<file path="src/rtl/pipe_pkg.sv">
// Shared types and constants for the pipeline hazard sequencer:
// FSM state encoding, the x0 index and the stage-control bundle.
package pipe_pkg;

  typedef enum logic [1:0] {
    RUN      = 2'd0,
    MEM_WAIT = 2'd1,
    FLUSH    = 2'd2
  } hzd_state_t;

  localparam logic [4:0] REG_X0 = 5'd0;

  typedef struct packed {
    logic en_pc;
    logic en_ifid;
    logic flush_ifid;
    logic en_idex;
    logic flush_idex;
    logic en_exmem;
  } ctrl_t;

  localparam ctrl_t CTRL_NORM   = '{en_pc: 1'b1, en_ifid: 1'b1, flush_ifid: 1'b0,
                                    en_idex: 1'b1, flush_idex: 1'b0, en_exmem: 1'b1};
  localparam ctrl_t CTRL_FREEZE = '{en_pc: 1'b0, en_ifid: 1'b0, flush_ifid: 1'b0,
                                    en_idex: 1'b0, flush_idex: 1'b0, en_exmem: 1'b0};
  localparam ctrl_t CTRL_FLUSH  = '{en_pc: 1'b1, en_ifid: 1'b1, flush_ifid: 1'b1,
                                    en_idex: 1'b1, flush_idex: 1'b1, en_exmem: 1'b1};
  localparam ctrl_t CTRL_BUBBLE = '{en_pc: 1'b0, en_ifid: 1'b0, flush_ifid: 1'b0,
                                    en_idex: 1'b1, flush_idex: 1'b1, en_exmem: 1'b1};

endpackage

</file>
<file path="src/rtl/pipe_hazard_ctrl_if.sv">
// Hazard sources from the pipeline and stage controls back to it.
// master = pipeline side, slave = hazard controller.
interface pipe_hazard_ctrl_if
  import pipe_pkg::*;
#(
  parameter int CNT_W = 32
);
  logic [4:0]       rs1_ID;
  logic [4:0]       rs2_ID;
  logic             rs1_used_ID;
  logic             rs2_used_ID;
  logic [4:0]       rd_EX;
  logic             memread_EX;
  logic             redirect_EX;
  // Data-memory handshake: an access in MEM with mem_req_MEM=1 completes in the
  // cycle mem_ready_MEM=1; every cycle with mem_req_MEM=1 and mem_ready_MEM=0 is a wait.
  logic             mem_req_MEM;
  logic             mem_ready_MEM;
  logic             en_PC;
  logic             en_IFID;
  logic             flush_IFID;
  logic             en_IDEX;
  logic             flush_IDEX;
  logic             en_EXMEM;
  logic [CNT_W-1:0] stall_cnt;
  hzd_state_t       state;

  modport master (
    output rs1_ID, rs2_ID, rs1_used_ID, rs2_used_ID, rd_EX, memread_EX,
           redirect_EX, mem_req_MEM, mem_ready_MEM,
    input  en_PC, en_IFID, flush_IFID, en_IDEX, flush_IDEX, en_EXMEM,
           stall_cnt, state
  );

  modport slave (
    input  rs1_ID, rs2_ID, rs1_used_ID, rs2_used_ID, rd_EX, memread_EX,
           redirect_EX, mem_req_MEM, mem_ready_MEM,
    output en_PC, en_IFID, flush_IFID, en_IDEX, flush_IDEX, en_EXMEM,
           stall_cnt, state
  );
endinterface

</file>
<file path="src/rtl/pipe_hazard_ctrl_hazard_detect.sv">
// Combinational load-use comparator: the load in EX writes a register the
// instruction in ID reads. Writes to x0 never create a dependency.
module hazard_detect
  import pipe_pkg::*;
(
  input  logic [4:0] rs1_ID,
  input  logic [4:0] rs2_ID,
  input  logic       rs1_used_ID,
  input  logic       rs2_used_ID,
  input  logic [4:0] rd_EX,
  input  logic       memread_EX,
  output logic       luh
);
  logic dep_rs1;
  logic dep_rs2;

  assign dep_rs1 = rs1_used_ID && (rs1_ID == rd_EX);
  assign dep_rs2 = rs2_used_ID && (rs2_ID == rd_EX);
  assign luh     = memread_EX && (rd_EX != REG_X0) && (dep_rs1 || dep_rs2);
endmodule

</file>
<file path="src/rtl/pipe_hazard_ctrl.sv">
// Stall/flush sequencer for the 5-stage pipeline. Controls are combinational
// from state and inputs; state, flush counter and stall counter move on posedge.
module pipe_hazard_ctrl
  import pipe_pkg::*;
#(
  parameter int FLUSH_CYCLES = 1,
  parameter int CNT_W        = 32
)(
  input  logic               clk_HZD,
  input  logic               rst_HZD,
  pipe_hazard_ctrl_if.slave  hz
);
  localparam logic [1:0] FLUSH_LOAD = 2'(FLUSH_CYCLES - 1);

  hzd_state_t       state, state_nxt;
  logic [1:0]       fcnt, fcnt_nxt;
  logic [CNT_W-1:0] stall_cnt;
  ctrl_t            ctrl;
  logic             luh;
  logic             mw;

  hazard_detect u_hazard_detect (
    .rs1_ID      (hz.rs1_ID),
    .rs2_ID      (hz.rs2_ID),
    .rs1_used_ID (hz.rs1_used_ID),
    .rs2_used_ID (hz.rs2_used_ID),
    .rd_EX       (hz.rd_EX),
    .memread_EX  (hz.memread_EX),
    .luh         (luh)
  );

  assign mw = hz.mem_req_MEM && !hz.mem_ready_MEM;

  always_comb begin
    state_nxt = state;
    fcnt_nxt  = fcnt;
    ctrl      = CTRL_NORM;
    case (state)
      FLUSH: begin
        // A memory wait freezes the flush sequence in place; it resumes afterwards.
        if (mw) begin
          ctrl = CTRL_FREEZE;
        end else begin
          ctrl = CTRL_FLUSH;
          if (fcnt <= 2'd1) begin
            state_nxt = RUN;
            fcnt_nxt  = 2'd0;
          end else begin
            fcnt_nxt = fcnt - 2'd1;
          end
        end
      end
      default: begin
        // RUN, and MEM_WAIT once the access completes, share the same rules.
        state_nxt = RUN;
        if (mw) begin
          ctrl      = CTRL_FREEZE;
          state_nxt = MEM_WAIT;
        end else if (hz.redirect_EX) begin
          ctrl = CTRL_FLUSH;
          if (FLUSH_CYCLES > 1) begin
            state_nxt = FLUSH;
            fcnt_nxt  = FLUSH_LOAD;
          end
        end else if (luh) begin
          ctrl = CTRL_BUBBLE;
        end
      end
    endcase
  end

  always_ff @(posedge clk_HZD or posedge rst_HZD) begin
    if (rst_HZD) begin
      state     <= RUN;
      fcnt      <= 2'd0;
      stall_cnt <= '0;
    end else begin
      state <= state_nxt;
      fcnt  <= fcnt_nxt;
      if (!ctrl.en_pc && (stall_cnt != '1)) begin
        stall_cnt <= stall_cnt + 1'b1;
      end
    end
  end

  assign hz.en_PC      = ctrl.en_pc;
  assign hz.en_IFID    = ctrl.en_ifid;
  assign hz.flush_IFID = ctrl.flush_ifid;
  assign hz.en_IDEX    = ctrl.en_idex;
  assign hz.flush_IDEX = ctrl.flush_idex;
  assign hz.en_EXMEM   = ctrl.en_exmem;
  assign hz.stall_cnt  = stall_cnt;
  assign hz.state      = state;
endmodule

</file>
<file path="src/flat_wrapper.sv">
// flat-port wrapper written by rule: the top's interface ports become plain ports
module pipe_hazard_ctrl_flat import pipe_pkg::*;
#(
  parameter int FLUSH_CYCLES = 1,
  parameter int CNT_W        = 32
)
  (clk_HZD, rst_HZD, hz_rs1_ID, hz_rs2_ID, hz_rs1_used_ID, hz_rs2_used_ID, hz_rd_EX, hz_memread_EX, hz_redirect_EX, hz_mem_req_MEM, hz_mem_ready_MEM, hz_en_PC, hz_en_IFID, hz_flush_IFID, hz_en_IDEX, hz_flush_IDEX, hz_en_EXMEM, hz_stall_cnt, hz_state);
  pipe_hazard_ctrl_if #(.CNT_W(CNT_W)) hz_i ();
  input  logic clk_HZD;
  input  logic rst_HZD;
  input wire logic [$bits(hz_i.rs1_ID)-1:0] hz_rs1_ID;
  input wire logic [$bits(hz_i.rs2_ID)-1:0] hz_rs2_ID;
  input wire logic [$bits(hz_i.rs1_used_ID)-1:0] hz_rs1_used_ID;
  input wire logic [$bits(hz_i.rs2_used_ID)-1:0] hz_rs2_used_ID;
  input wire logic [$bits(hz_i.rd_EX)-1:0] hz_rd_EX;
  input wire logic [$bits(hz_i.memread_EX)-1:0] hz_memread_EX;
  input wire logic [$bits(hz_i.redirect_EX)-1:0] hz_redirect_EX;
  input wire logic [$bits(hz_i.mem_req_MEM)-1:0] hz_mem_req_MEM;
  input wire logic [$bits(hz_i.mem_ready_MEM)-1:0] hz_mem_ready_MEM;
  output wire logic [$bits(hz_i.en_PC)-1:0] hz_en_PC;
  output wire logic [$bits(hz_i.en_IFID)-1:0] hz_en_IFID;
  output wire logic [$bits(hz_i.flush_IFID)-1:0] hz_flush_IFID;
  output wire logic [$bits(hz_i.en_IDEX)-1:0] hz_en_IDEX;
  output wire logic [$bits(hz_i.flush_IDEX)-1:0] hz_flush_IDEX;
  output wire logic [$bits(hz_i.en_EXMEM)-1:0] hz_en_EXMEM;
  output wire logic [$bits(hz_i.stall_cnt)-1:0] hz_stall_cnt;
  output wire logic [$bits(hz_i.state)-1:0] hz_state;
  assign hz_i.rs1_ID = hz_rs1_ID;
  assign hz_i.rs2_ID = hz_rs2_ID;
  assign hz_i.rs1_used_ID = hz_rs1_used_ID;
  assign hz_i.rs2_used_ID = hz_rs2_used_ID;
  assign hz_i.rd_EX = hz_rd_EX;
  assign hz_i.memread_EX = hz_memread_EX;
  assign hz_i.redirect_EX = hz_redirect_EX;
  assign hz_i.mem_req_MEM = hz_mem_req_MEM;
  assign hz_i.mem_ready_MEM = hz_mem_ready_MEM;
  assign hz_en_PC = hz_i.en_PC;
  assign hz_en_IFID = hz_i.en_IFID;
  assign hz_flush_IFID = hz_i.flush_IFID;
  assign hz_en_IDEX = hz_i.en_IDEX;
  assign hz_flush_IDEX = hz_i.flush_IDEX;
  assign hz_en_EXMEM = hz_i.en_EXMEM;
  assign hz_stall_cnt = hz_i.stall_cnt;
  assign hz_state = hz_i.state;
  pipe_hazard_ctrl #(.FLUSH_CYCLES(FLUSH_CYCLES), .CNT_W(CNT_W)) u_core (.clk_HZD(clk_HZD), .rst_HZD(rst_HZD), .hz(hz_i));
endmodule
</file>
<file path="config.mk">
export PLATFORM = sky130hd
export DESIGN_NAME = pipe_hazard_ctrl_flat
export DESIGN_NICKNAME = d
export VERILOG_FILES = /design/src/rtl/pipe_pkg.sv /design/src/rtl/pipe_hazard_ctrl_if.sv /design/src/rtl/pipe_hazard_ctrl_hazard_detect.sv /design/src/rtl/pipe_hazard_ctrl.sv /design/src/flat_wrapper.sv
export SDC_FILE = /design/constraint.sdc
export NUM_CORES = 1
export LEC_CHECK = 0
export BUFFER_PORTS_ARGS = -buffer_cell sky130_fd_sc_hd__buf_2
export CAP_MARGIN = 20
export CELL_PAD_IN_SITES_DETAIL_PLACEMENT = 0
export CELL_PAD_IN_SITES_GLOBAL_PLACEMENT = 1
export CORE_UTILIZATION = 36
export CTS_CLUSTER_DIAMETER = 60
export CTS_CLUSTER_SIZE = 28
export DETAILED_ROUTE_END_ITERATION = 16
export PLACE_DENSITY = 0.86
export RECOVER_POWER = 100
export SLEW_MARGIN = 20
export SYNTH_ARGS = -nofsm -noshare
export SYNTH_HDL_FRONTEND = slang
export SYNTH_SLANG_ARGS = --single-unit
export TNS_END_PERCENT = 10
</file>
<file path="constraint.sdc">
create_clock -name clk_HZD -period 3.15 [get_ports clk_HZD]
set_clock_uncertainty 0.1 [all_clocks]
set_input_delay 0.315 -clock clk_HZD [delete_from_list [all_inputs] [get_ports clk_HZD]]
set_output_delay 0.315 -clock clk_HZD [all_outputs]
set_load 0.05 [all_outputs]
</file>
# Word-level counts from Yosys, hierarchy flattened
# Cells that the tools add are included.
[classes]
eq_ne = 6
reduce_logical = 12
n_mux = 10
magnitude_cmp = 1
n_shift = 0
n_addsub = 2
n_bitwise = 1
n_div = 0
mul = 0
[ops]
columns = ["cell", "n"]
rows = [
  ["32-bit by 1-bit adder with 32-bit output, second input constant", 1],
  ["32-bit != test, second input constant", 1],
  ["6-bit 2-to-1 mux", 5],
  ["5-bit equality test", 2],
  ["2-bit 2-to-1 mux", 4],
  ["1-bit logical AND", 6],
  ["5-bit nonzero test", 1],
  ["2-bit AND reduction", 2],
  ["2-bit equality test, second input constant", 1],
  ["2-bit by 1-bit less-or-equal comparator with 1-bit output, second input constant", 1],
  ["1-bit zero test", 2],
  ["2-bit by 1-bit != test with 1-bit output, second input constant", 1],
  ["2-bit != test, second input constant", 1],
  ["2-bit by 1-bit subtractor with 2-bit output, second input constant", 1],
  ["1-bit logical OR", 1],
  ["1-bit 2-to-1 mux", 1],
  ["1-bit NOT", 1],
]
[word_totals]
word_cells = 35
mem_bits_ro = 0
mem_bits_rw = 0
in_bits = 23
out_inout_bits = 40
regBits = 36
latch_bits = 0
n_memories = 0

# Longest topological paths before layout
# Gate-level depths: netlist (run 1).
[logic_depth]
ltp_word = 10
depth_mapped = 8
mapped_depth_nobuf = 7

# Cells and area by module
# From an unflattened synthesis (run 1), not the netlist that was laid out.
[hier_totals]
hier_cells = 178
hier_area_um2 = 1826.8
[modules_own_cells]
columns = ["mod", "area_per_inst_um2", "instances", "cells_each", "seq_area_each_um2"]
rows = [
  ["pipe_hazard_ctrl", 1692.9, 1, 161, 825.8],
  ["hazard_detect", 133.9, 1, 17, 0.0],
]

# Worst setup path after synthesis (run 1)
# Ideal clock, no wire load.
[synth_path]
path_type = "register -> register"
startpoint = "register u_core.stall_cnt[0], in the netlist u_core.hz.stall_cnt[0]"
endpoint = "register u_core.stall_cnt[30], in the netlist u_core.hz.stall_cnt[30]"
slack_ns = 0.540
arrival_time_ns = 2.369
stages_incl_launch_ff = 7
setup_ns = 0.142
n_path_buf = 0
required_ns = 2.908
synth_period_minus_slack_ns = 2.610
path_cell_list = "dfrtp_1 -> ha_1 -> nand3_1 -> or2_1 -> or4_4 -> or3_1 -> xnor2_1"
[synth_between]
elab_chain_cells = 2
elab_cells_between_ends = 3
classes_between = "1 x add/sub; 1 x eq/ne; 1 x reduce/logical"
[synth_lines]
columns = ["item", "line_no", "text"]
rows = [
  ["start: declaration", "pipe_hazard_ctrl.sv:17", "logic [CNT_W-1:0] stall_cnt;"],
  ["start signal: assignment", "pipe_hazard_ctrl.sv:81", "stall_cnt <= stall_cnt + 1'b1;"],
  ["parallel branches: the longest is 2 deep, another holds 32-bit by 1-bit adder with 32-bit output", "n/a", ""],
]
# Several ways; the timed one is not identified.
# A chain may end at the register's enable or synchronous reset.

# Worst setup path after layout (run 1)
[layout_path]
startpoint = "input hz_rd_EX[1]"
endpoint = "output hz_en_IFID"
[layout_between]
elab_chain_cells = 8
elab_cells_between_ends = 12
classes_between = "2 x eq/ne; 4 x mux; 6 x reduce/logical"
[layout_lines]
columns = ["item", "line_no", "text"]
rows = [
  ["start: declaration", "flat_wrapper.sv:15", "input wire logic [$bits(hz_i.rd_EX)-1:0] hz_rd_EX;"],
  ["5-bit equality test (on tied branches)", "pipe_hazard_ctrl_hazard_detect.sv:17, pipe_hazard_ctrl_hazard_detect.sv:18", ""],
  ["1-bit logical AND (on tied branches)", "pipe_hazard_ctrl_hazard_detect.sv:17, pipe_hazard_ctrl_hazard_detect.sv:18", ""],
  ["1-bit logical OR", "pipe_hazard_ctrl_hazard_detect.sv:19", "assign luh = memread_EX && (rd_EX != REG_X0) && (dep_rs1 || dep_rs2);"],
  ["1-bit logical AND *", "pipe_hazard_ctrl_hazard_detect.sv:19", ""],
  ["6-bit 2-to-1 mux *", "pipe_hazard_ctrl.sv:65", "end else if (luh) begin"],
  ["6-bit 2-to-1 mux *", "pipe_hazard_ctrl.sv:59", "end else if (hz.redirect_EX) begin"],
  ["6-bit 2-to-1 mux *", "pipe_hazard_ctrl.sv:56", "if (mw) begin"],
  ["6-bit 2-to-1 mux *", "pipe_hazard_ctrl.sv:38", "case (state)"],
  ["end: declaration", "flat_wrapper.sv:21", "output wire logic [$bits(hz_i.en_IFID)-1:0] hz_en_IFID;"],
]
# Every way passes the cells marked *; elsewhere a longest branch is shown, timed or not.

==> out/summary.txt, run 1 <==
ROUTING
------------------------------------------------------------------------------------------
Total Wirelength                                                                  3.781 mm
Total vias in the final route                                                         1508
Detailed-route vias per instance                                                     4.787
Number of antenna-violating nets in the routed design                                    0
Number of iterations in the first detailed-routing pass                                  4
Routed length per instance                                                        12.00 um
Detailed router's first-iteration violation count                                       49
Residual DRC count                                                                       0

GLOBAL ROUTING
------------------------------------------------------------------------------------------
First-pass GRT wire length                                                        6.099 mm
Via count of the first global-routing pass                                            1367
All-layer global routing usage                                                      0.1528
Total grt overflow                                                                       0
Antenna violations before repair                                                         0
Largest net degree at the start of global routing                                       34

PLACE
------------------------------------------------------------------------------------------
IO buf count                                                                            61
Post-placement cell count                                                              309
Sum of net half-perimeters after detailed placement                               2.803 mm
Routability congestion estimate                                                     0.7298

FINAL LAYOUT
------------------------------------------------------------------------------------------
Post-route non-filler standard cell count                                              315
Net total in the final layout                                                          273
Antenna Diode Count                                                                      0
Share of post-route cells with drive strength above 1                               0.1371
Relative area change from synthesis to final layout                                 21.86%

STA
------------------------------------------------------------------------------------------
Worst-margin pin slew                                                             1.778 ns
Number of failing hold endpoints at the final stage                                      0
Aggregate negative setup slack                                                        0 ns
Maximum frequency from static timing analysis                                    408.4 MHz
Unrepaired setup endpoints after global routing                                         no
Final number of max-transition violations                                               34
Slew HR                                                                            -0.1853
Final period demand of the worst path                                             2.449 ns
Period utilization                                                                  0.7774
Setup violation total in the final timing report                                         0

POWER
------------------------------------------------------------------------------------------
Worst VDD drop                                                                   0.5434 mV
Static leakage power                                                              1.026 nW
PD cells                                                                      492.5 nW/um2

SYNTH
------------------------------------------------------------------------------------------
Compound-Gate Fraction of Synth Area                                               0.02600
Cell type with the largest total area after synthesis                              dfrtp_1
Most used standard cell by instance count after synthesis                          dfrtp_1
Dominant combinational cell family by area after synthesis                    simple AND/OR/NAND/NOR gates
Xor and xnor area share after synthesis                                             0.2017
Area fraction of the dominant cell type after synthesis                             0.4638
Most instantiated cells after synthesis                                       33 x dfrtp_1, 25 x xor2_1, 16 x nand2_1, 16 x nor3_1, 16 x xnor2_1
Number of synthesized flops with an enable pin                                           0
Mean Syn Cell Area                                                               9.676 um2
Sequential-to-total area share from yosys stat                                      0.4638
Fraction of registers with async set or reset after synthesis                        1.000
Synth Flop Type                                                                    dfrtp_1
Synth warnings                                                                           0
Top cells by area, synth                                                      dfrtp_1 46%, xor2_1 12%, xnor2_1 7.9%, nor3_1 4.5%, nand3_1 3.7%
Netlist cell types                                                                      34
Post-synthesis register bit count                                                       33
Share of cell area taken by muxes after synthesis                                 0.006325
Synthesized net count                                                                  208
Post-synthesis instance area                                                      1780 um2
Synth Area in Simple Gates                                                          0.2579
Share of synthesized cell area in full adder, half adder and majority cells       0.007027
Gate count after technology mapping                                                    184

MIN PATH
------------------------------------------------------------------------------------------
Hold-critical path depth                                                                 3
Type of the most critical hold path                                                 in2reg
Hold Path Sink                                                                u_core.hz.state[0]
Worst Hold Launch                                                             hz_mem_req_MEM

FLOORPLAN
------------------------------------------------------------------------------------------
Core Footprint                                                                    4755 um2
Starting utilization of the core area                                               0.3745
Die Area                                                                          5231 um2
Placement Rows                                                                          25
Die boundary height                                                               72.33 um
Top-level port count                                                                    63
Die width                                                                         72.33 um

CRITICAL PATH
------------------------------------------------------------------------------------------
Critical path arrival                                                              2.03 ns
CP Max Fanout                                                                           10
Crit Path Class                                                                     in2out
Required time of the critical path                                                 2.73 ns
Crit. End Element                                                              output port
Destination of the worst register-to-register timing path                     u_core.hz.stall_cnt[30]
Nature of the critical path startpoint                                           input pin
Setup slack on the worst flop-to-flop path                                         0.72 ns
R2R depth                                                                                6
Reg-to-Reg Start                                                              u_core.hz.stall_cnt[0]

CLOCK NETWORK
------------------------------------------------------------------------------------------
Number of setup buffers added after CTS                                                  0
Master cell of the clock root buffer                                              clkbuf_8
CTS tree                                                                               yes
H-tree level count                                                                       2
TritonCTS buffer count                                                                   5
Number of buffers on the longest clock path                                              2
Number of hold buffers added after CTS                                                   0
Post-cts repair resize count                                                             0
Clock transition at path regs                                                      0.06 ns
Clock insertion delay at the later pin of the skew report                          0.28 ns
CTS sink count                                                                          33

RUN
------------------------------------------------------------------------------------------
Max-cap violations                                                                       1

OUTCOME
------------------------------------------------------------------------------------------
Status                                                                        finished with violations
Violated checks                                                               max-capacitance violations, max-slew violations

==> flip-flops by register name, summed over array words and instances, names as in the netlist <==
name                 count
u_core.hz.stall_cnt     32
u_core.hz.state          1
==> stage by stage <==
step	utilization	instance area, um2	power [mW]	worst slack [ns]	hold WS (ns)
after floorplan	-	1780	0.7179	0.5396	0.3439
after global placement	0.4526	2152	0.7935	0.8102	0.3316
final	0.4563	2170	1.069	0.7012	0.2686
after detailed placement	0.4526	2152	0.7971	0.7810	0.3330
after global routing	0.4563	2170	1.118	0.5361	0.3021
after CTS	0.4682	2226	1.093	0.7792	0.02419
==> power by group <==
part           internal, mW  switching, mW
logic                0.0678          0.205
clock network         0.145          0.146
registers             0.455         0.0492
==> cells in the final DEF, fill, tap and decap left out, drive strengths merged, types with 3 or more instances in the layout <==
cell / count
nand2: 17
dfrtp: 33
nand4: 9
and3: 4
xnor2: 16
nand3: 13
xor2: 25
buf: 23
clkbuf: 45
inv: 8
nor3: 16
nor2: 14
nor4: 3
==> worst max-delay path by stage <==
stage,from,endpoint,cells after the start
floorplan,u_core.hz.stall_cnt[0],u_core.hz.stall_cnt[30],6
global placement,hz_rd_EX[1],u_core.hz.stall_cnt[1],7
detailed placement,u_core.hz.stall_cnt[0],u_core.hz.stall_cnt[30],6
CTS,u_core.hz.stall_cnt[0],u_core.hz.stall_cnt[30],6
global route,hz_rd_EX[1],hz_en_PC,6
finish,hz_rd_EX[1],hz_en_IFID,6
==> area by class of cell <==
class / count / area (um2)
tap: 67 / 83.83
inverter: 8 / 30.03
clock inverter: 1 / 5.005
multi-input combinational: 138 / 888.4
fill: 519 / 2585
sequential: 33 / 825.8
timing repair buffer: 63 / 267.8
clock buffer: 5 / 68.82
==> critical path: stages <==
cell,delay (ns)
buf_2,0.12
or4_1,0.52
o21ai_0,0.23
o21ai_0,0.16
nand2_2,0.20
clkbuf_1,0.49
==> metal layers <==
metal | up-vias | share of wire | global-route usage
met4 | 0 | 0.013 | 0.05882
met1 | 695 | 0.46 | 0.1894
met3 | 6 | 0.080 | 0.05139
li1 | 754 | - | -
met5 | - | 0 | 0
met2 | 53 | 0.45 | 0.2461
==> cells by family after synthesis <==
group,count (synthesis)
multiplexers,1
flip-flops,33
AO/OA/AOI/OAI,7
XOR/XNOR,41
other,1
buffers and inverters,13
AND/OR/NAND/NOR,87
adder cells (fa/ha/maj),1
(Power assumes the default switching activity.)
==> run 2: changes to the inputs <==
Settings changed: CORE_UTILIZATION 36 to 33, PLACE_DENSITY 0.86 to 0.83.
Clock period 3.15 ns to 2.2 ns, I/O delays scaled along.
==> run 2 against run 1 <==
Against the previous run: the run now ends clean; clock power rose by 60%; sequential cell count did not move; sequential power up 45%; worst setup slack lost 0.60 ns; wire length increased by 7.0%; cell count grew 8.6%; die area grew 8.8%; design area increased by 12%; via count grew 4.9%; non-clock buffer count is 22 higher; critical path depth did not move.
==> out/summary.txt, run 2 (synthesized netlist as in run 1, its figures left out) <==
FINAL LAYOUT
-------------------------------------------------------------------------------------
Post-route non-filler standard cell count                                         342   +8.6%
Filler cell count                                                                 528   +1.7%
Most frequent standard cell in the layout excluding fill and tap cells       clkbuf_1
Antenna Diode Count                                                                 0   unchanged
Largest registers ranked by flip-flop count                              u_core.hz.stall_cnt: 32 flops, u_core.hz.state: 1 flops
Largest reg by FF count                                                  u_core.hz.stall_cnt
Commonest non-fill, non-tap cells in the layout                          38 x clkbuf_1, 25 x xor2_1, 24 x buf_2
Net total in the final layout                                                     295   +8.1%
Relative area change from synthesis to final layout                            37.03%
Share of post-route cells with drive strength above 1                          0.3199   +0.1828
Post-layout util                                                               0.4747   +0.01837
Number of flip-flops under the largest register name                               32   unchanged

CRITICAL PATH
-------------------------------------------------------------------------------------
Nature of the critical path startpoint                                      flip-flop
Critical path arrival                                                         2.16 ns   +0.13 ns
CP Max Fanout                                                                       4   -6
Crit Path Class                                                               reg2reg
Crit. End Element                                                           flip-flop
Worst path slowest cell                                                         or4_4
Required time of the critical path                                            2.26 ns   -0.47 ns
Largest incremental delay on the critical path                                0.55 ns   +0.03 ns
Critical Path, Cell by Cell                                              nand3_2, nor4_4, nand2_1, or4_4, or3_1, xnor2_1
Setup slack on the worst flop-to-flop path                                    0.10 ns   -0.62 ns
Reg-to-Reg Start                                                         u_core.hz.stall_cnt[15]
Cell family with the largest share of critical-path delay                simple AND/OR/NAND/NOR gates
Destination of the worst register-to-register timing path                u_core.hz.stall_cnt[24]
R2R depth                                                                           6   unchanged
Critical path buffers and inverters                                                 0   -2

CLOCK NETWORK
-------------------------------------------------------------------------------------
H-tree level count                                                                  2   unchanged
Clock insertion delay at the later pin of the skew report                     0.28 ns   about the same
Number of buffers on the longest clock path                                         2   unchanged
Master cell of the clock root buffer                                         clkbuf_8
TritonCTS buffer count                                                              5   unchanged
Clock transition at path regs                                                 0.06 ns   about the same
CTS sink count                                                                     33   unchanged
CTS tree                                                                          yes

FLOORPLAN
-------------------------------------------------------------------------------------
Die Area                                                                     5693 um2   +8.8%
Die boundary height                                                          75.45 um   +4.3%
Starting utilization of the core area                                          0.3464   -0.02808
Core Footprint                                                               5140 um2   +8.1%
Die width                                                                    75.45 um   +4.3%
Top-level port count                                                               63   unchanged
Placement Rows                                                                     26   +4.0%

MIN PATH
-------------------------------------------------------------------------------------
Hold-critical path depth                                                            3   unchanged
Hold Path Sink                                                           u_core.hz.state[0]
Worst Hold Launch                                                        hz_mem_req_MEM
Type of the most critical hold path                                            in2reg

GLOBAL ROUTING
-------------------------------------------------------------------------------------
Antenna violations before repair                                                    0   unchanged
Via count of the first global-routing pass                                       1504   +10%
Total grt overflow                                                                  0   unchanged
Largest net degree at the start of global routing                                  34   unchanged
First-pass GRT wire length                                                   6.589 mm   +8.0%
All-layer global routing usage                                                 0.1551   +0.002307

OUTCOME
-------------------------------------------------------------------------------------
Status                                                                   finished clean

STA
-------------------------------------------------------------------------------------
Worst-margin pin slew                                                       0.8171 ns   -0.9608 ns
Unrepaired setup endpoints after global routing                                    no
Slew HR                                                                        0.4553   +0.6406
Final period demand of the worst path                                        2.096 ns
Period utilization                                                             0.9525
Maximum frequency from static timing analysis                               477.2 MHz
Setup violation total in the final timing report                                    0   unchanged
Number of failing hold endpoints at the final stage                                 0   unchanged
Final number of max-transition violations                                           0   -100%

PLACE
-------------------------------------------------------------------------------------
Sum of net half-perimeters after detailed placement                          3.094 mm   +10%
IO buf count                                                                       61   unchanged
Post-placement cell count                                                         331   +7.1%
Routability congestion estimate                                                0.7549   +3.4%

POWER
-------------------------------------------------------------------------------------
PD cells                                                                 678.8 nW/um2   +38%
Static leakage power                                                         1.121 nW   +9.3%
Worst VDD drop                                                              0.6291 mV   +16%

ROUTING
-------------------------------------------------------------------------------------
Detailed router's first-iteration violation count                                  47   -4.1%
Total vias in the final route                                                    1582   +4.9%
Detailed-route vias per instance                                                4.626   -3.4%
Number of iterations in the first detailed-routing pass                             4   unchanged
Number of antenna-violating nets in the routed design                               0   unchanged
Routed length per instance                                                   11.83 um   -1.5%
Residual DRC count                                                                  0   unchanged
Total Wirelength                                                             4.045 mm   +7.0%

RUN
-------------------------------------------------------------------------------------
Max-cap violations                                                                  0   -1

## run 2: cell count changes in the layout (fill, tap and decap cells not counted), moves of 2 or more
cell and delta:
buf_4 +19, clkbuf_2 +3, inv_2 +2, dfrtp_1 -23, dfrtp_2 +23, buf_2 +2, clkbuf_1 -2, inv_1 -2
## run 2: metal layers
layer / global-route usage / wire (um) / up-vias
met2: 0.2688 / 1861 / 53
met4: 0.05967 / 59 / 0
li1: - / - / 802
met1: 0.1833 / 1861 / 720
met5: 0 / 0 / -
met3: 0.04233 / 262 / 7
## run 2: per-stage QoR
stage          cell area, um2  total power, mW  setup TNS [ns]  setup WS (ns)  hold WS [ns]
2_1_floorplan            1838            1.056         -0.1280       -0.04477        0.2473
5_1_grt                  2440            1.741               0       0.004448        0.2626
4_1_cts                  2466            1.666               0        0.06414        0.1701
3_3_place_gp             2366            1.185               0        0.08893        0.2281
3_5_place_dp             2366            1.185               0        0.08159        0.2338
6_report                 2440            1.656               0         0.1044        0.1720
## run 2: repair_timing
item                       CTS  global route
setup endpoints to repair    0             2
resized for setup            0             1
setup buffers                0             2
hold buffers                 1             0
hold endpoints to repair    33             0
## run 2: worst register-to-register path, cell delays in order, from the launching register on
cell     delay (ns)
dfrtp_2        0.40
nand3_2        0.10
nor4_4         0.25
nand2_1        0.11
or4_4          0.55
or3_1          0.34
xnor2_1        0.14
## run 2: final cells by class
cell class | instances | area, um2 | area share
multi-input combinational | 138 | 927.1 | 0.3800
clock buffer | 8 | 90.09 | 0.03692
inverter | 8 | 30.03 | 0.01231
timing repair buffer | 85 | 450.4 | 0.1846
tap | 70 | 87.58 | 0.03590
sequential | 33 | 854.6 | 0.3503
## run 2: worst max path at each step
| stage | startpoint | to | slack, ns | cells past startpoint |
|---|---|---|---|---|
| after global routing | u_core.hz.stall_cnt[9] | u_core.hz.stall_cnt[31] | 0.004 | 7 |
| final | u_core.hz.stall_cnt[15] | u_core.hz.stall_cnt[24] | 0.10 | 6 |
| after detailed placement | u_core.hz.stall_cnt[15] | u_core.hz.stall_cnt[30] | 0.08 | 6 |
| after floorplan | u_core.hz.stall_cnt[0] | u_core.hz.stall_cnt[1] | -0.04 | 7 |
| after CTS | u_core.hz.stall_cnt[15] | u_core.hz.stall_cnt[24] | 0.06 | 6 |
| after global placement | u_core.hz.stall_cnt[15] | u_core.hz.stall_cnt[24] | 0.09 | 6 |
## run 2: power breakdown
group	internal [mW]	leakage (nW)	switching, mW
Clock	0.255	0.0455	0.210
Sequential	0.661	0.402	0.0693
Combinational	0.146	0.674	0.315
Total	1.06	1.12	0.594
==> run 3: changes to the inputs <==
Settings changed: ABC_AREA set to 1, HOLD_SLACK_MARGIN set to 0.15, PLACE_DENSITY 0.83 to 0.84.
==> run 3 against run 2 <==
Against the previous run: total power shrank 8.9%; synthesized area grew 38%; cell count grew 63%; sequential share of layout area shrank 7.0 points; wire length grew 56%; count of clock-buffer cells in the layout shrank 2; core utilization shrank 6.6 points; highest routed layer unchanged; largest power group unchanged; maximum frequency grew 4.3%; worst hold slack gained 0.26 ns; critical endpoint is now hz_en_PC.
==> out/summary.txt, run 3 <==
GLOBAL ROUTING
------------------------------------------------------------------------------------------
First-pass GRT wire length                                                        10.40 mm   +58%
Total grt overflow                                                                       0   unchanged
Via count of the first global-routing pass                                            2335   +55%
Antenna violations before repair                                                         0   unchanged
All-layer global routing usage                                                      0.1719   +0.01683
Largest net degree at the start of global routing                                       34   unchanged

SYNTH
------------------------------------------------------------------------------------------
Most instantiated cells after synthesis                                       163 x nand2_1, 48 x inv_1, 41 x nand3_1, 39 x nor2_1, 33 x dfrtp_1
Number of synthesized flops with an enable pin                                           0   unchanged
Post-synthesis register bit count                                                       33   unchanged
Cell type with the largest total area after synthesis                              dfrtp_1
Compound-Gate Fraction of Synth Area                                              0.004069   -0.02193
Mean Syn Cell Area                                                               6.340 um2   -34%
Synthesized net count                                                                  412   +98%
Post-synthesis instance area                                                      2460 um2   +38%
Sequential-to-total area share from yosys stat                                      0.3357   -0.1281
Top cells by area, synth                                                      dfrtp_1 34%, nand2_1 25%, nand3_1 8.3%, inv_1 7.3%, nor2_1 6.0%
Most used standard cell by instance count after synthesis                          nand2_1
Gate count after technology mapping                                                    388   +110%
Netlist cell types                                                                      26   -24%
Dominant combinational cell family by area after synthesis                    simple AND/OR/NAND/NOR gates
Share of synthesized cell area in full adder, half adder and majority cells       0.005086   -0.001941
Synth Area in Simple Gates                                                          0.4990   +0.2411
Fraction of registers with async set or reset after synthesis                        1.000   unchanged
Area fraction of the dominant cell type after synthesis                             0.3357   -0.1281
Share of cell area taken by muxes after synthesis                                        0   -0.006325
Synth Flop Type                                                                    dfrtp_1
Synth warnings                                                                           0   unchanged
Xor and xnor area share after synthesis                                            0.04629   -0.1554

CLOCK NETWORK
------------------------------------------------------------------------------------------
CTS sink count                                                                          33   unchanged
Number of buffers on the longest clock path                                              2   unchanged
H-tree level count                                                                       2   unchanged
Master cell of the clock root buffer                                              clkbuf_8
TritonCTS buffer count                                                                   5   unchanged
CTS tree                                                                               yes
Clock insertion delay at the later pin of the skew report                          0.29 ns   about the same
Clock transition at path regs                                                      0.07 ns   about the same

CRITICAL PATH
------------------------------------------------------------------------------------------
Critical path arrival                                                              1.69 ns   -0.47 ns
Critical Path, Cell by Cell                                                   dlygate4sd3_1, buf_2, nor2_1, inv_1, nand2_4, inv_1, buf_2
Largest incremental delay on the critical path                                     0.53 ns   -0.02 ns
Destination of the worst register-to-register timing path                     u_core.hz.stall_cnt[16]
Reg-to-Reg Start                                                              u_core.hz.stall_cnt[1]
Crit Path Class                                                                     in2out
Setup crit start                                                              hz_mem_ready_MEM
Worst path slowest cell                                                       dlygate4sd3_1
Crit. End Element                                                              output port
CP Max Fanout                                                                           16   +12
Path length in cells of the critical path                                                7   +1
Nature of the critical path startpoint                                           input pin
Endpoint of the worst setup timing path                                           hz_en_PC
Setup slack on the worst flop-to-flop path                                         0.22 ns   +0.12 ns
R2R depth                                                                                9   +3
Critical path buffers and inverters                                                      5   +5
Cell family with the largest share of critical-path delay                     buffers and inverters
Required time of the critical path                                                 1.88 ns   -0.38 ns

FLOORPLAN
------------------------------------------------------------------------------------------
Placement Rows                                                                          31   +19%
Top-level port count                                                                    63   unchanged
Starting utilization of the core area                                               0.3410   -0.005433
Die boundary height                                                               88.34 um   +17%
Core Footprint                                                                    7214 um2   +40%
Die Area                                                                          7803 um2   +37%
Die width                                                                         88.34 um   +17%

PLACE
------------------------------------------------------------------------------------------
Sum of net half-perimeters after detailed placement                               4.778 mm   +54%
Worst setup slack before clock tree synthesis                                    0.1585 ns   +0.07686 ns
Routability congestion estimate                                                     0.8465   +12%
IO buf count                                                                            61   unchanged

STA
------------------------------------------------------------------------------------------
Slew HR                                                                             0.4291   -0.02624
Final period demand of the worst path                                             2.010 ns   -0.08560 ns
Aggregate negative setup slack                                                        0 ns   unchanged
Unrepaired setup endpoints after global routing                                         no
Setup violation total in the final timing report                                         0   unchanged
Worst-margin pin slew                                                            0.8564 ns   +0.03936 ns
Number of failing hold endpoints at the final stage                                      0   unchanged
Fin worst setup slack                                                            0.1900 ns   +0.08560 ns
Maximum frequency from static timing analysis                                    497.5 MHz   +4.3%
Period utilization                                                                  0.9136   -0.03891
Final number of max-transition violations                                                0   unchanged

FINAL LAYOUT
------------------------------------------------------------------------------------------
Most frequent standard cell in the layout excluding fill and tap cells             nand2_1
Number of flip-flops under the largest register name                                    32   unchanged
Largest registers ranked by flip-flop count                                   u_core.hz.stall_cnt: 32 flops, u_core.hz.state: 1 flops
Antenna Diode Count                                                                      0   unchanged
Relative area change from synthesis to final layout                                 19.74%
Sequential cell area in the final layout                                         825.8 um2   -3.4%
Largest reg by FF count                                                       u_core.hz.stall_cnt
Filler cell count                                                                      828   +57%
Area of combinational cells with multiple inputs                                  1378 um2   +49%
Share of post-route cells with drive strength above 1                               0.1179   -0.2019
Net total in the final layout                                                          481   +63%
Commonest non-fill, non-tap cells in the layout                               163 x nand2_1, 48 x inv_1, 41 x nand3_1

ROUTING
------------------------------------------------------------------------------------------
Total Wirelength                                                                  6.318 mm   +56%
Detailed router's first-iteration violation count                                       95   +100%
Number of antenna-violating nets in the routed design                                    0   unchanged
Residual DRC count                                                                       0   unchanged
Total vias in the final route                                                         2531   +60%
Detailed-route vias per instance                                                     4.544   -1.8%
Number of iterations in the first detailed-routing pass                                  4   unchanged
Routed length per instance                                                        11.34 um   -4.1%

POWER
------------------------------------------------------------------------------------------
Worst VDD drop                                                                   0.2414 mV   -62%
PD cells                                                                      512.1 nW/um2   -25%
Static leakage power                                                              1.550 nW   +38%

MIN PATH
------------------------------------------------------------------------------------------
Type of the most critical hold path                                                 in2reg
Hold-critical path depth                                                                 6   +3

RUN
------------------------------------------------------------------------------------------
Max-cap violations                                                                       0   unchanged

OUTCOME
------------------------------------------------------------------------------------------
Status                                                                        finished clean

[run 3: cell types whose count changed after synthesis, moves of 5 or more]
| cell | change |
|---|---|
| inv_1 | +40 |
| nor3_1 | -7 |
| xor2_1 | -15 |
| xnor2_1 | -13 |
| nor2_1 | +25 |
| nand3b_1 | +5 |
| nand2_1 | +147 |
| nand3_1 | +28 |
[run 3: routing by layer]
metal  up-vias  GRT usage  share of wire
li1       1326          -              -
met1      1129     0.2043           0.45
met2        67     0.3077           0.48
met3         9    0.03918          0.054
met4         0    0.05132          0.014
met5         -          0              0
[run 3: cells by family after synthesis]
group | count (synthesis)
compound gates | 2
xor+xnor | 13
fa+ha+maj | 1
buf+inv | 60
flops | 33
other cells | 1
simple gates | 278
[run 3: metrics by stage]
stage / instance area, um2 / hold WS [ns] / utilization / total power, mW / cells
detailed placement: 2874 / 0.2449 / 0.3984 / 1.079 / 546
finish: 2945 / 0.4282 / 0.4083 / 1.508 / 557
global placement: 2874 / 0.2405 / 0.3984 / 1.075 / 546
CTS: 2987 / 0.4338 / 0.4140 / 1.539 / 557
floorplan: 2460 / 0.2181 / - / 0.9778 / 388
global route: 2945 / 0.4839 / 0.4083 / 1.582 / 557
[run 3: layout make-up]
class	instances	area share
Timing Repair Buffer	73	0.1194
Sequential cell	33	0.2804
Tap cell	99	0.04206
Clock buffer	6	0.02464
Multi-Input combinational cell	295	0.4677
Clock inverter	2	0.003398
Inverter	49	0.06245
[run 3: worst reg2reg max path: stages (launching register included)]
cell and delay (ns):
dfrtp_1 0.39, ha_1 0.19, nand2_1 0.09, nor2_4 0.19, nand2_4 0.11, nor2_8 0.14
nand3_4 0.21, clkbuf_2 0.27, nand3_1 0.12, nand2_1 0.06
[run 3: worst min-delay path by stage]
stage / from / endpoint
3_5_place_dp: rst_HZD / u_core.hz.stall_cnt[3]
6_report: hz_redirect_EX / u_core.hz.stall_cnt[28]
5_1_grt: u_core.hz.stall_cnt[1] / u_core.hz.stall_cnt[1]
4_1_cts: u_core.hz.stall_cnt[1] / u_core.hz.stall_cnt[1]
2_1_floorplan: hz_mem_ready_MEM / u_core.hz.state[0]
3_3_place_gp: rst_HZD / u_core.hz.stall_cnt[0]
[run 3: timing repair]
action / in CTS / in global routing
setup buffers: 0 / 0
hold buffers: 3 / 0
setup endpoints to repair: 0 / 22
endpoints found under the hold margin: 34 / 0
resized for setup: 0 / 2
[run 3: where the power goes]
group | total [mW] | leakage [nW] | switching, mW | internal [mW]
Sequential | 0.680 | 0.455 | 0.0410 | 0.640
Combinational | 0.376 | 1.05 | 0.282 | 0.0934
Clock | 0.452 | 0.0450 | 0.233 | 0.219
